File: config.mk
export PLATFORM = sky130hd
export DESIGN_NAME = bno055_i2c_responder
export DESIGN_NICKNAME = d
export VERILOG_FILES = /design/src/rtl/bno055_i2c_responder.sv
export SDC_FILE = /design/constraint.sdc
export NUM_CORES = 1
export LEC_CHECK = 0
export CORE_UTILIZATION = 40
export CTS_CLUSTER_SIZE = 8
export DETAILED_ROUTE_END_ITERATION = 10
export PLACE_DENSITY_LB_ADDON = 0.08
export SLEW_MARGIN = 20
export SYNTH_ARGS = -nofsm -noshare
export SYNTH_HDL_FRONTEND = slang
export SYNTH_SLANG_ARGS = --single-unit
File: constraint.sdc
create_clock -name i_clk -period 4.67 [get_ports i_clk]
set_input_delay 0.7005 -clock i_clk [delete_from_list [all_inputs] [get_ports i_clk]]
set_output_delay 0.7005 -clock i_clk [all_outputs]
set_load 0.005 [all_outputs]
File: src/rtl/bno055_i2c_responder.sv
// I2C target emulating the BNO055 register map: START/STOP decode, address match,
// auto-incrementing register pointer. Optional mode-switch busy window: BNO055_RESP_MODE_DELAY_EN.
module bno055_i2c_responder #(
  parameter logic [6:0]  DEV_ADDR   = 7'h28,
  parameter int unsigned REG_DEPTH  = 64,
  parameter logic [15:0] MODE_DELAY = 16'd1000
) (
  input  logic       i_clk,
  input  logic       i_rst_n,
  input  logic       i_scl,
  input  logic       i_sda,
  output logic       o_sda_oe,
  output logic       o_wr_valid,
  output logic [7:0] o_wr_addr,
  output logic [7:0] o_wr_data,
  output logic [7:0] o_opr_mode,
  output logic       o_busy
);

  localparam int unsigned AW = (REG_DEPTH > 1) ? $clog2(REG_DEPTH) : 1;
  localparam logic [7:0] OprModeAddr = 8'h3D;

  typedef enum logic [3:0] {
    StIdle, StAddr, StAddrAck, StPtr, StPtrAck,
    StWrData, StWrAck, StRdData, StRdAck, StIgnore
  } state_e;

  logic scl_meta, scl_sync, scl_prev;
  logic sda_meta, sda_sync, sda_prev;

  // Sync flops reset to the idle-bus level so reset release never fakes an edge.
  always_ff @(posedge i_clk or negedge i_rst_n) begin
    if (!i_rst_n) begin
      scl_meta <= 1'b1;
      scl_sync <= 1'b1;
      scl_prev <= 1'b1;
      sda_meta <= 1'b1;
      sda_sync <= 1'b1;
      sda_prev <= 1'b1;
    end else begin
      scl_meta <= i_scl;
      scl_sync <= scl_meta;
      scl_prev <= scl_sync;
      sda_meta <= i_sda;
      sda_sync <= sda_meta;
      sda_prev <= sda_sync;
    end
  end

  logic scl_rise, scl_fall, start_cond, stop_cond;
  assign scl_rise   = scl_sync & ~scl_prev;
  assign scl_fall   = ~scl_sync & scl_prev;
  assign start_cond = scl_sync & scl_prev & sda_prev & ~sda_sync;
  assign stop_cond  = scl_sync & scl_prev & ~sda_prev & sda_sync;

  state_e      state_q, state_d;
  logic [3:0]  cnt_q, cnt_d;
  logic [6:0]  shift_q, shift_d;
  logic [7:0]  tx_q, tx_d;
  logic [7:0]  ptr_q, ptr_d;
  logic        rw_q, rw_d;
  logic        sda_oe_q, sda_oe_d;
  logic        busy_q, busy_d;
  logic        wr_en;
  logic        addr_hold;

  logic [7:0]  regs_q [REG_DEPTH];
  logic [7:0]  rx_byte, ptr_inc, rd_cur, rd_next;
  logic        cur_in_range, next_in_range, writable;

  assign rx_byte       = {shift_q, sda_sync};
  assign ptr_inc       = ptr_q + 8'd1;
  assign cur_in_range  = ({24'd0, ptr_q} < REG_DEPTH);
  assign next_in_range = ({24'd0, ptr_inc} < REG_DEPTH);
  assign rd_cur        = cur_in_range ? regs_q[ptr_q[AW-1:0]] : 8'h00;
  assign rd_next       = next_in_range ? regs_q[ptr_inc[AW-1:0]] : 8'h00;
  assign writable      = cur_in_range && (ptr_q >= 8'h04);

  always_comb begin
    state_d  = state_q;
    cnt_d    = cnt_q;
    shift_d  = shift_q;
    tx_d     = tx_q;
    ptr_d    = ptr_q;
    rw_d     = rw_q;
    sda_oe_d = sda_oe_q;
    busy_d   = busy_q;
    wr_en    = 1'b0;
    if (stop_cond) begin
      state_d  = StIdle;
      sda_oe_d = 1'b0;
      busy_d   = 1'b0;
    end else if (start_cond) begin
      state_d  = StAddr;
      cnt_d    = 4'd0;
      sda_oe_d = 1'b0;
    end else begin
      unique case (state_q)
        StIdle, StIgnore: ;
        StAddr, StPtr, StWrData: begin
          if (scl_rise) begin
            shift_d = rx_byte[6:0];
            cnt_d   = cnt_q + 4'd1;
            if (cnt_q == 4'd7) begin
              cnt_d = 4'd0;
              case (state_q)
                StAddr: begin
                  if (rx_byte[7:1] == DEV_ADDR && !addr_hold) begin
                    state_d = StAddrAck;
                    rw_d    = rx_byte[0];
                    busy_d  = 1'b1;
                  end else begin
                    state_d = StIgnore;
                    busy_d  = 1'b0;
                  end
                end
                StPtr: begin
                  ptr_d   = rx_byte;
                  state_d = StPtrAck;
                end
                default: begin
                  wr_en   = 1'b1;
                  ptr_d   = ptr_inc;
                  state_d = StWrAck;
                end
              endcase
            end
          end
        end
        // cnt 0: before the 9th rising edge; cnt 1: after it.
        StAddrAck, StPtrAck, StWrAck: begin
          if (scl_rise) begin
            cnt_d = 4'd1;
          end else if (scl_fall) begin
            if (cnt_q == 4'd0) begin
              sda_oe_d = 1'b1;
            end else begin
              cnt_d    = 4'd0;
              sda_oe_d = 1'b0;
              if (state_q == StAddrAck && rw_q) begin
                tx_d     = rd_cur;
                sda_oe_d = ~rd_cur[7];
                state_d  = StRdData;
              end else if (state_q == StAddrAck) begin
                state_d = StPtr;
              end else begin
                state_d = StWrData;
              end
            end
          end
        end
        StRdData: begin
          if (scl_rise) begin
            cnt_d = cnt_q + 4'd1;
          end else if (scl_fall) begin
            if (cnt_q == 4'd8) begin
              sda_oe_d = 1'b0;
              cnt_d    = 4'd0;
              state_d  = StRdAck;
            end else begin
              tx_d     = {tx_q[6:0], 1'b0};
              sda_oe_d = ~tx_q[6];
            end
          end
        end
        StRdAck: begin
          if (scl_rise) begin
            if (!sda_sync) begin
              ptr_d = ptr_inc;
              tx_d  = rd_next;
              cnt_d = 4'd1;
            end else begin
              state_d = StIgnore;
            end
          end else if (scl_fall && cnt_q == 4'd1) begin
            sda_oe_d = ~tx_q[7];
            cnt_d    = 4'd0;
            state_d  = StRdData;
          end
        end
        default: state_d = StIdle;
      endcase
    end
  end

  always_ff @(posedge i_clk or negedge i_rst_n) begin
    if (!i_rst_n) begin
      state_q  <= StIdle;
      cnt_q    <= 4'd0;
      shift_q  <= 7'd0;
      tx_q     <= 8'd0;
      ptr_q    <= 8'd0;
      rw_q     <= 1'b0;
      sda_oe_q <= 1'b0;
      busy_q   <= 1'b0;
    end else begin
      state_q  <= state_d;
      cnt_q    <= cnt_d;
      shift_q  <= shift_d;
      tx_q     <= tx_d;
      ptr_q    <= ptr_d;
      rw_q     <= rw_d;
      sda_oe_q <= sda_oe_d;
      busy_q   <= busy_d;
    end
  end

  function automatic logic [7:0] reset_value(input int unsigned idx);
    case (idx)
      0:       reset_value = 8'hA0;
      1:       reset_value = 8'hFB;
      2:       reset_value = 8'h32;
      3:       reset_value = 8'h0F;
      default: reset_value = 8'h00;
    endcase
  endfunction

  logic       wr_valid_q;
  logic [7:0] wr_addr_q, wr_data_q;

  always_ff @(posedge i_clk or negedge i_rst_n) begin
    if (!i_rst_n) begin
      for (int unsigned i = 0; i < REG_DEPTH; i++) regs_q[i] <= reset_value(i);
      wr_valid_q <= 1'b0;
      wr_addr_q  <= 8'd0;
      wr_data_q  <= 8'd0;
    end else begin
      wr_valid_q <= wr_en && writable;
      if (wr_en && writable) begin
        regs_q[ptr_q[AW-1:0]] <= rx_byte;
        wr_addr_q             <= ptr_q;
        wr_data_q             <= rx_byte;
      end
    end
  end

`ifdef BNO055_RESP_MODE_DELAY_EN
  logic [15:0] delay_q;

  always_ff @(posedge i_clk or negedge i_rst_n) begin
    if (!i_rst_n) begin
      delay_q <= 16'd0;
    end else if (wr_en && writable && ptr_q == OprModeAddr) begin
      delay_q <= MODE_DELAY;
    end else if (delay_q != 16'd0) begin
      delay_q <= delay_q - 16'd1;
    end
  end

  assign addr_hold = (delay_q != 16'd0);
`else
  assign addr_hold = 1'b0;
`endif

  assign o_sda_oe   = sda_oe_q;
  assign o_wr_valid = wr_valid_q;
  assign o_wr_addr  = wr_addr_q;
  assign o_wr_data  = wr_data_q;
  assign o_opr_mode = regs_q[OprModeAddr[AW-1:0]];
  assign o_busy     = busy_q;

endmodule
==> results_dict.tcl <==
set metrics [dict create \
    antenna_left 0 \
    cts_setup_buffers 0 \
    clock-root-buffer "clkbuf_16" \
    drv_slew 0 \
    place_congestion 0.942 \
    synth_nets 2446 \
    peakVddDrop_mv 0.259 \
    swShare 0.278 \
    period_minus_slack_ns 3.94 \
    antenna_found_initial 5 \
    die_area_mm2 0.0772 \
    ys_seq_elements 569 \
    ys.flop_type "dfrtp_1" \
    crit_type "flop to flop" \
    period_share 0.844 \
    worstHoldPathType "input pin to asynchronous set/reset pin" \
    ioPinCount 31 \
    via_per_inst 6.45 \
    crit_path_end_kind "flop" \
    synth_common_cells "547 x dfrtp_1, 446 x mux2_2, 223 x nand2_1" \
    grt_use_total 0.282 \
    drive_above_1_share 0.372 \
    port-buffer-count 30 \
    yosys_warnings 0 \
    critPathMaxStageDelay_ns 0.67 \
    cts_tree "yes" \
    cts_resized 0 \
    p_leak_nw 15.0 \
    synth_top_cell_area_share 0.450 \
    synthTopCellsByArea "dfrtp_1 45%, mux2_2 17%, mux4_2 11%" \
    arrival_ns 4.43 \
    ys_types 75 \
    cap_violations 0 \
    seq_power_share 0.428 \
    initial_core_util 0.407 \
    synthesis.instances 2434 \
    clock_skew_ns 0.0377 \
    core-area_mm2 0.0748 \
    yosys.area.top_type "dfrtp_1" \
    synth.most_common_cell "dfrtp_1" \
    drt-total-wl_um 108000 \
    drtPass1Iterations 8 \
    syn_area_mm2 0.0304 \
    die_x_um 278 \
    synth_enable_flop_cells 0 \
    clkPwrFrac 0.447 \
    cp_num_buf_inv 2 \
    clk_pin_slew_ns 0.06 \
    setup_viol 0 \
    overflow 0 \
    p_sw_w 0.00335 \
    dp_hpwl_um 71200 \
    worst_path_dominant_cell_family "flip-flops" \
    critical_path_required_ns 5.15 \
    drc 0 \
    num_rows 100 \
    n_fill_cell 6818 \
    clock.fmax_mhz 254 \
    path_max_fanout 26 \
    slew_headroom 0.279 \
    wl_per_cell_um 31.6 \
    status "finished clean" \
    insertion_delay_ns 0.63 \
    dr.first_iter.drc_count 2320 \
    cts.sinks 569 \
    syn_area_per_cell_um2 12.5 \
    async_flop_share 1.00 \
    startpoint_type "flop" \
    finalPower_w 0.0121 \
    numCtsBuffers 81 \
    rsz0062_at_grt "no" \
    area_growth_pct 12.4 \
    ys_seq_area_frac 0.469 \
    power_density_mw_per_mm2 353 \
    cts_max_level 3 \
    grt_pass1_vias 22200 \
    clockBufferDepth 3 \
    vias 22100 \
    grt_max_degree 97 \
    die_y_um 278 \
    grt_pass1_wl_um 160000 \
    p_comb_frac 0.125 \
    holdBufCountCts 0 \
    cp_slowest_cell "dfrtp_4" \
    cp_cell_sequence "ha_1, xor2_4, buf_12, buf_4, mux2i_1, a222oi_1, o211ai_1, a41oi_1" \
    p_int_w 0.00872 \
    fin_nets 2431 \
    setup_tns_ns 0 \
    hold_viol 0 \
    worstMarginPinSlew_ns 1.08 \
]
-- per-stage QoR --
step / area [um^2] / setup slack, ns / util / std cells / hold WS [ns]
6_report: 34200 / 0.727 / 0.457 / 3424 / 0.151
3_3_place_gp: 32000 / 0.953 / 0.427 / 3305 / 0.353
4_1_cts: 34200 / 0.849 / 0.457 / 3423 / 0.180
3_5_place_dp: 32000 / 0.884 / 0.427 / 3305 / 0.347
5_1_grt: 34200 / 0.670 / 0.457 / 3423 / 0.208
2_1_floorplan: 30400 / 0.942 / - / 2434 / 0.345
-- path summary, 6_finish.rpt --
path,slack [ns],end,cells after the start,start
worst max-delay path,0.73,tx_q[0],8,ptr_q[1]
worst max register to register,0.73,tx_q[0],8,ptr_q[1]
max in group asynchronous,3.26,regs_q[254],2,i_rst_n
worst min-delay path,0.15,regs_q[378],1,i_rst_n
min in group i_clk,0.36,scl_sync,0,scl_meta
worst min register to register,0.36,scl_sync,0,scl_meta
-- layer usage --
layer,part of all wire,global-route usage
met1,0.43,0.391
met4,0.044,0.122
met3,0.073,0.0521
met2,0.45,0.432
met5,0.000074,0
-- power groups by stage --
stage | Clock [W] | Combinational, W | Sequential (W)
detailed placement | 0 | 0.00152 | 0.00524
finish | 0.00540 | 0.00151 | 0.00516
CTS | 0.00550 | 0.00152 | 0.00516
floorplan | 0 | 0.000967 | 0.00514
global route | 0.00571 | 0.00162 | 0.00517
global placement | 0 | 0.00150 | 0.00523
-- registers in the layout, indices dropped and copies added (netlist names), 4 cells and up --
name        cells
o_wr_data       8
o_wr_addr       8
o_opr_mode      8
shift_q         7
tx_q            8
regs_q        504
state_q         4
ptr_q           8
cnt_q           4
-- kinds of logic after synthesis --
group	Yosys count	share of synthesized area
AOI/OAI and AO/OA	434	0.0989
xor gates and xnor gates	8	0.00230
adders and majority gates	8	0.00329
buffers and inverters	244	0.0358
DFF	569	0.469
muxes	691	0.311
and+or+nand+nor	480	0.0803
-- layout make-up --
cell class	instances	area (um^2)	share of cell area
antenna	1	2.50	0.0000732
tap	969	1210	0.0354
inverter	13	48.8	0.00143
sequential	569	14300	0.418
clock inverter	2	32.5	0.000951
clock buffer	116	2210	0.0646
multi-input combinational	1621	15200	0.444
timing repair buffer	133	1240	0.0363
-- cells in the final DEF (no fill, tap or decap), types with 12 or more instances in the layout --
cell and n:
a31oi_1 26, nor2_1 47, buf_12 13, a222oi_1 12, mux4_2 155, mux2_1 33, dfrtp_1 537, buf_4 90
mux2i_1 57, nor3_1 14, a221o_1 12, nand3_1 35, nand2_1 223, nand2_2 56, a221oi_1 29, a22oi_1 82
clkbuf_16 83, o22ai_1 19, dfstp_2 22, a22o_1 17, mux2_2 446, o21ai_0 99, clkbuf_1 32, a21oi_1 56
a211oi_1 12, clkdlybuf4s50_1 29, and2_1 12
-- worst register-to-register path, cell delays in order, from the launching register on --
cell      delay (ns)
dfrtp_4         0.67
ha_1            0.69
xor2_4          0.59
buf_12          0.31
buf_4           0.30
mux2i_1         0.63
a222oi_1        0.31
o211ai_1        0.18
a41oi_1         0.13
Power figures use the tool's default switching activity.
